==> config.mk <==
export PLATFORM = sky130hd
export DESIGN_NAME = state_dump_unit
export DESIGN_NICKNAME = d
export VERILOG_FILES = /design/src/rtl/state_dump_unit.sv
export SDC_FILE = /design/constraint.sdc
export NUM_CORES = 1
export LEC_CHECK = 0
export ABC_CLOCK_PERIOD_IN_PS = 5500
export BUFFER_PORTS_ARGS = -buffer_cell sky130_fd_sc_hd__clkbuf_2
export CAP_MARGIN = 15
export CELL_PAD_IN_SITES_DETAIL_PLACEMENT = 1
export CELL_PAD_IN_SITES_GLOBAL_PLACEMENT = 1
export CORE_MARGIN = 4
export CORE_UTILIZATION = 41
export DETAILED_ROUTE_END_ITERATION = 12
export PLACE_DENSITY_LB_ADDON = 0.1
export SETUP_SLACK_MARGIN = 0.05
export SYNTH_ARGS = -nofsm -noshare
export SYNTH_HDL_FRONTEND = slang
export SYNTH_SLANG_ARGS = --single-unit
==> constraint.sdc <==
create_clock -name clk -period 5.5 [get_ports clk]
set_input_delay 0.275 -clock clk [delete_from_list [all_inputs] [get_ports clk]]
set_output_delay 0.275 -clock clk [all_outputs]
set_load 0.03 [all_outputs]
==> src/rtl/state_dump_unit.sv <==
// state_dump_unit: freezes the core on halt or after a cycle budget, then
// streams PC followed by x0..x(NREGS-1) over a valid/ready channel.
module state_dump_unit #(
  parameter int XLEN  = 32,
  parameter int NREGS = 32,
  parameter int CNT_W = 32,
  parameter int IDX_W = $clog2(NREGS+1)
) (
  input  logic                      clk,
  input  logic                      rst,
  input  logic [CNT_W-1:0]          cycle_limit_i,
  input  logic                      halt_i,
  input  logic [XLEN-1:0]           pc_i,
  output logic                      freeze_o,
  output logic [$clog2(NREGS)-1:0]  rd_addr_o,
  input  logic [XLEN-1:0]           rd_data_i,
  output logic                      dump_valid_o,
  input  logic                      dump_ready_i,
  output logic [IDX_W-1:0]          dump_idx_o,
  output logic [XLEN-1:0]           dump_data_o,
  output logic                      dump_last_o,
  output logic                      done_o,
  output logic [CNT_W-1:0]          cycles_o
);
  localparam int AW = $clog2(NREGS);

  typedef enum logic [1:0] {RUN, DUMP, DONE} st_t;

  st_t             st, st_nxt;
  logic [IDX_W-1:0] idx;
  logic [CNT_W-1:0] cycles;
  logic [XLEN-1:0]  pc_q;
  logic             trig, xfer, last_idx;

  // Limit compare uses the live limit; 0 disables the budget entirely.
  assign trig     = (st == RUN) &&
                    (halt_i || ((cycle_limit_i != '0) &&
                                (cycles == cycle_limit_i - CNT_W'(1))));
  assign last_idx = (idx == IDX_W'(NREGS));
  // Valid depends only on state, so ready never reaches valid combinationally.
  assign xfer     = (st == DUMP) && dump_ready_i;

  assign cycles_o   = cycles;
  assign dump_idx_o = idx;

  // State register.
  always_ff @(posedge clk or posedge rst) begin
    if (rst) st <= RUN;
    else     st <= st_nxt;
  end

  // Next-state: RUN until trigger, DUMP until the last beat transfers, DONE sticks.
  always_comb begin
    st_nxt = st;
    case (st)
      RUN:     if (trig) st_nxt = DUMP;
      DUMP:    if (xfer && last_idx) st_nxt = DONE;
      DONE:    st_nxt = DONE;
      default: st_nxt = RUN;
    endcase
  end

  // Datapath: saturating run counter, PC capture at trigger, beat index.
  always_ff @(posedge clk or posedge rst) begin
    if (rst) begin
      cycles <= '0;
      pc_q   <= '0;
      idx    <= '0;
    end else begin
      if (st == RUN && cycles != '1) cycles <= cycles + CNT_W'(1);
      if (trig) begin
        pc_q <= pc_i;
        idx  <= '0;
      end else if (xfer && !last_idx) begin
        idx  <= idx + IDX_W'(1);
      end
    end
  end

  // Outputs decoded from the registered state; payload muxed by beat index.
  always_comb begin
    freeze_o     = (st != RUN);
    done_o       = (st == DONE);
    dump_valid_o = 1'b0;
    dump_last_o  = 1'b0;
    dump_data_o  = '0;
    rd_addr_o    = '0;
    if (st == DUMP) begin
      dump_valid_o = 1'b1;
      dump_last_o  = last_idx;
      if (idx != '0) rd_addr_o = AW'(idx - IDX_W'(1));
      if (idx == '0)               dump_data_o = pc_q;
      else if (idx == IDX_W'(1))   dump_data_o = '0;   // x0 is hardwired zero
      else                         dump_data_o = rd_data_i;
    end
  end
endmodule

# Word-level counts from Yosys, hierarchy flattened
# Cells that the tools add are included.
[word_totals]
input_bits = 100
regBits = 72
output_inout_bits = 79
word_cells = 43
[classes]
addsub = 4
n_mux = 12
n_eq_ne = 8
n_reduce_logical = 15
[op_table]
columns = ["cell", "count"]
rows = [
  ["$mux 32", 3],
  ["$add 32x1->32 const B", 1],
  ["$eq 32x32->1", 1],
  ["$ne 32x32->1 const B", 1],
  ["$reduce_bool 32->1", 1],
  ["$sub 32x1->32 const B", 1],
  ["$mux 6", 2],
  ["$mux 5", 2],
  ["$add 6x1->6 const B", 1],
  ["$eq 6x1->1 const B", 1],
  ["$eq 6x6->1 const B", 1],
  ["$logic_and 1x1->1", 6],
  ["$logic_not 6->1", 1],
  ["$pmux 2 s3", 1],
  ["$reduce_bool 6->1", 1],
  ["$sub 5x1->5 const B", 1],
  ["$mux 2", 2],
  ["$ne 2x2->1 const B", 2],
  ["$reduce_bool 2->1", 2],
  ["$eq 2x1->1 const B", 1],
  ["$eq 2x2->1 const B", 1],
  ["$logic_not 2->1", 1],
  ["$mux 1", 2],
  ["$reduce_and 2->1", 1],
  ["2 further kinds", 2],
]

# Longest topological paths before layout
[logic_depth]
depth_word = 7
depth_mapped = 11
ltp_nobuf = 10

# Worst setup path after synthesis
# No wires, ideal clock.
[synth_path]
path_type = "reg2reg"
from = "reg cycles[2] (netlist: cycles_o[2])"
to = "reg pc_q[0]"
n_path_buf = 2
t_arrival_ns = 3.043
required_ns = 5.420
synth_period_minus_slack_ns = 3.123
stages_incl_launch_ff = 11
path_slack_ns = 2.377
setup_ns = 0.080
path_cell_list = "dfrtp_1 > buf_2 > nor4bb_1 > o211ai_1 > or4b_1 > nor4_1 > nand4b_1 > or4_4 > o21a_4 > buf_6 > o211ai_2"
[synth_via]
elab_chain_len = 4
[synth_lines]
columns = ["item", "line_no", "text"]
rows = [
  ["from (decl)", "31", "logic [CNT_W-1:0] cycles;"],
  ["from (signal assigned)", "70", "if (st == RUN && cycles != '1) cycles <= cycles + CNT_W'(1);"],
  ["$eq 32x32->1", "38", "(cycles == cycle_limit_i - CNT_W'(1))));"],
  ["$logic_and 1x1->1", "37", "(halt_i || ((cycle_limit_i != '0) &&"],
  ["$logic_or 1x1->1", "37", ""],
  ["$logic_and 1x1->1", "36", "assign trig = (st == RUN) &&"],
  ["to (signal assigned)", "72", "pc_q <= pc_i;"],
  ["to (decl)", "32", "logic [XLEN-1:0] pc_q;"],
]
# Every way passes these cells.
# A chain may end at the register's enable or synchronous reset.

# Worst setup path after layout
[layout_path]
from = "in cycle_limit_i[0]"
to = "reg pc_q[30]"
[layout_via]
elab_chain_len = 5
word_cells_on_any_way = 6
cone_classes = "1 x add/sub; 1 x eq/ne; 4 x reduce/logical"
[layout_lines]
columns = ["item", "line_no", "text"]
rows = [
  ["from (decl)", "11", "input logic [CNT_W-1:0] cycle_limit_i,"],
  ["$sub 32x1->32", "38", ""],
  ["$eq 32x32->1", "38", ""],
  ["$logic_and 1x1->1 *", "37", ""],
  ["$logic_or 1x1->1 *", "37", ""],
  ["$logic_and 1x1->1 *", "36", ""],
]
# Every way passes the cells marked *; elsewhere a longest branch is shown, timed or not.

==> reports/results.tsv <==
stage	metric	value	unit
critical_path	critPathCapture	pc_q[30]$_DFFE_PP0P_	
critical_path	path_class	input pin to flip-flop	
routing	drt_iter0_markers	293	
sta	worst_slack	2.04	ns
job	cap_violations	0	
cts	cts_setup_buffers	0	
critical_path	crit_path_max_fanout	33	
finish	final_nets	884	
grt	grt_pass1_vias	5718	
cts	cts_buffers	9	
yosys	synth_compound_area_share	23.6	%
critical_path	rr_startpoint	cycles_o[2]$_DFFE_PP0P_	
cts	cts_tree	yes	
placement	dp_cells	940	
critical_path	r2r_end	pc_q[30]$_DFFE_PP0P_	
critical_path	critPathMaxStageDelay	0.67	ns
floorplanning	core	13200	µm²
sta	hold_ws	0.185	ns
routing	via_per_inst	5.75	
sta	fin_tns_setup	0	ns
floorplanning	die_area	15300	µm²
cts	cts_resized	0	
yosys	synth_fa_ha_area_share	2.05	%
placement	io_buffers	178	
yosys	synth_flop_cell	dfrtp_1	
cts	cts_buffer_depth	2	
routing	first_pass_iters	4	
floorplanning	die_w	124	µm
floorplanning	core.rowCount	42	
routing	ant_nets	0	
grt	grt_overflow	0	
grt	grt_pass1_wl	29.4	mm
yosys	synth-simple-area-share	23.9	%
floorplanning	die_h	124	µm
pwr	power_density	420	nW/µm²
yosys	avgSynthCellArea	8.92	µm²
finish	final_cell_mix	178 x clkbuf_2, 89 x nand2_1, 72 x dfrtp_1	
critical_path	crit_path_end_kind	flip-flop	
yosys	syn_area	5500	µm²
critical_path	startpoint	cycle_limit_i[0]	
routing	detail_route.wirelength	18.4	mm
finish	antennaDiodeCount	0	
finish	area_growth	23.9	%
cts	cts_num_sinks	72	
grt	grt_max_degree	73	
floorplanning	io_pins	179	
cts	clk_latency	0.34	ns
sta	period_needed	3.46	ns
placement	gp_congestion	0.897	
routing	avgRoutedWirePerCell	19.3	µm
pwr	power.total	2.87	mW
yosys	synth_top_family_by_area	simple AND/OR/NAND/NOR gates	
pwr	p_leak	3.07	nW
min_path	holdCritStartpoint	pc_i[21]	
finish	layout-drive-gt1-share	31.7	%
placement	dp_slack	1.76	ns
cts	root_buffer	clkbuf_16	
sta	relSlewSlack	24.8	%
finish	layout.cells.non_filler	955	
cts	postCtsHoldBufs	0	
status	status	finished clean	
sta	finalSetupViolCount	0	
yosys	synth_fp_nets	726	
critical_path	crit_slowest_cell	nor4b_1	
critical_path	rr_worst_depth	8	
yosys	ys_seq_elements	72	
sta	slew_viol_final	0	
yosys	synth_warnings	0	
critical_path	cp.required	5.76	ns
grt	antenna_found_initial	0	
min_path	hold_class	input pin to flip-flop	
placement	place_hpwl	13.8	mm
finish	final_common_cell	clkbuf_2	
sta	period_share	62.9	%
yosys	synth_xor_area_share	12.6	%
sta	timing.fmax	0.289	GHz
critical_path	crit_chain	clkbuf_2, inv_1, ha_1, nor4b_1, nand4_2, or2_1, o31ai_2, nand4_1, or4_4, o21a_4, o211ai_1	
yosys	synth-seq-area-share	32.7	%
sta	hold_violations	0	
yosys	synth-edff-count	0	
critical_path	regToRegSetupSlack	2.06	ns
finish	fill_cells	1610	
routing	num_vias	5492	
yosys	synth_mux_area_share	0.932	%
sta	clock_skew	0.00755	ns
grt	grtUsageTotal	24.3	%
cts	htreeDepth	3	
sta	tightest_slew	1.13	ns
critical_path	critPathArrivalTime	3.72	ns
yosys	async_flop_share	100	%
routing	drc	0	
yosys	ys_types	67	
critical_path	crit_path_start_kind	input pin	
floorplanning	initial_utilization	41.7	%
cts	path_clk_slew	0.06	ns
pwr	ir_worst_vdd	0.000246	V
sta	rsz0062_at_grt	no	
yosys	syn_inst	617	
[worst max-delay path: cells and delay by family]
kind / cells / cell delay (ns)
AOI/OAI and AO/OA: 3 / 0.90
and+or+nand+nor: 5 / 2.03
buffers and inverters: 2 / 0.22
adders and majority gates: 1 / 0.27
[metal layers]
layer	GRT usage (%)	vias up	share of wire, %
li1	-	2604	-
met1	30.9	2693	42
met2	41.7	160	50
met4	9.34	0	2.3
met3	3.68	35	5.4
met5	0	-	0
[cell type report]
| type | count | area, µm² | share of cell area [%] |
|---|---|---|---|
| Clock buffer | 12 | 256 | 3.76 |
| Clock inverter | 3 | 65.1 | 0.954 |
| Inverter | 16 | 60.1 | 0.881 |
| Multi-Input combinational cell | 492 | 3480 | 51.0 |
| Sequential cell | 72 | 1800 | 26.4 |
| Tap cell | 176 | 220 | 3.23 |
| Timing Repair Buffer | 184 | 936 | 13.7 |
[worst min-delay path by stage]
stage / endpoint / cells past startpoint
global placement: pc_q[15]$_DFFE_PP0P_ / 2
floorplan: pc_q[28]$_DFFE_PP0P_ / 2
global route: pc_q[1]$_DFFE_PP0P_ / 3
finish: pc_q[21]$_DFFE_PP0P_ / 3
detailed placement: pc_q[25]$_DFFE_PP0P_ / 2
CTS: pc_q[6]$_DFFE_PP0P_ / 3
[power by group]
group	leakage, nW	switching, mW	internal, mW	total [mW]
sequential	0.907	0.194	0.691	0.885
combinational	2.01	0.844	0.487	1.33
clock	0.159	0.232	0.419	0.651
[logic make-up (layout without fill, tap and decap cells)]
logic type               Yosys count  after routing
AO/OA/AOI/OAI                    148            148
XOR/XNOR                          79             79
adder cells (fa/ha/maj)            9              9
buffers and inverters             53            215
flip-flops                        72             72
multiplexers                       5              5
AND/OR/NAND/NOR                  251            251
[flip-flops by register name, indices dropped and copies added, names as in the netlist]
name,count
dump_idx_o,6
st,2
pc_q,32
cycles_o,32
[cell usage after synthesis, types with 10 or more instances]
master / n / area (µm²)
nor2_1: 30 / 113
xor2_1: 34 / 298
dfrtp_1: 72 / 1800
inv_1: 14 / 52.6
a22o_1: 32 / 280
o211ai_2: 29 / 363
clkbuf_1: 29 / 109
nand4_1: 13 / 81.3
nor4_1: 10 / 62.6
xnor2_1: 45 / 394
nand3_1: 23 / 115
nor3_1: 22 / 110
o211ai_1: 38 / 285
a21oi_1: 11 / 55.1
nand2_1: 89 / 334
[per-stage QoR]
stage                     util, %  cell area, µm²
after CTS                    51.7            6820
after global placement       49.3            6500
after detailed placement     49.3            6500
after floorplan                 -            5500
after global routing         51.7            6820
final                        51.7            6820
Note: power is estimated with default switching activity, not from simulation.
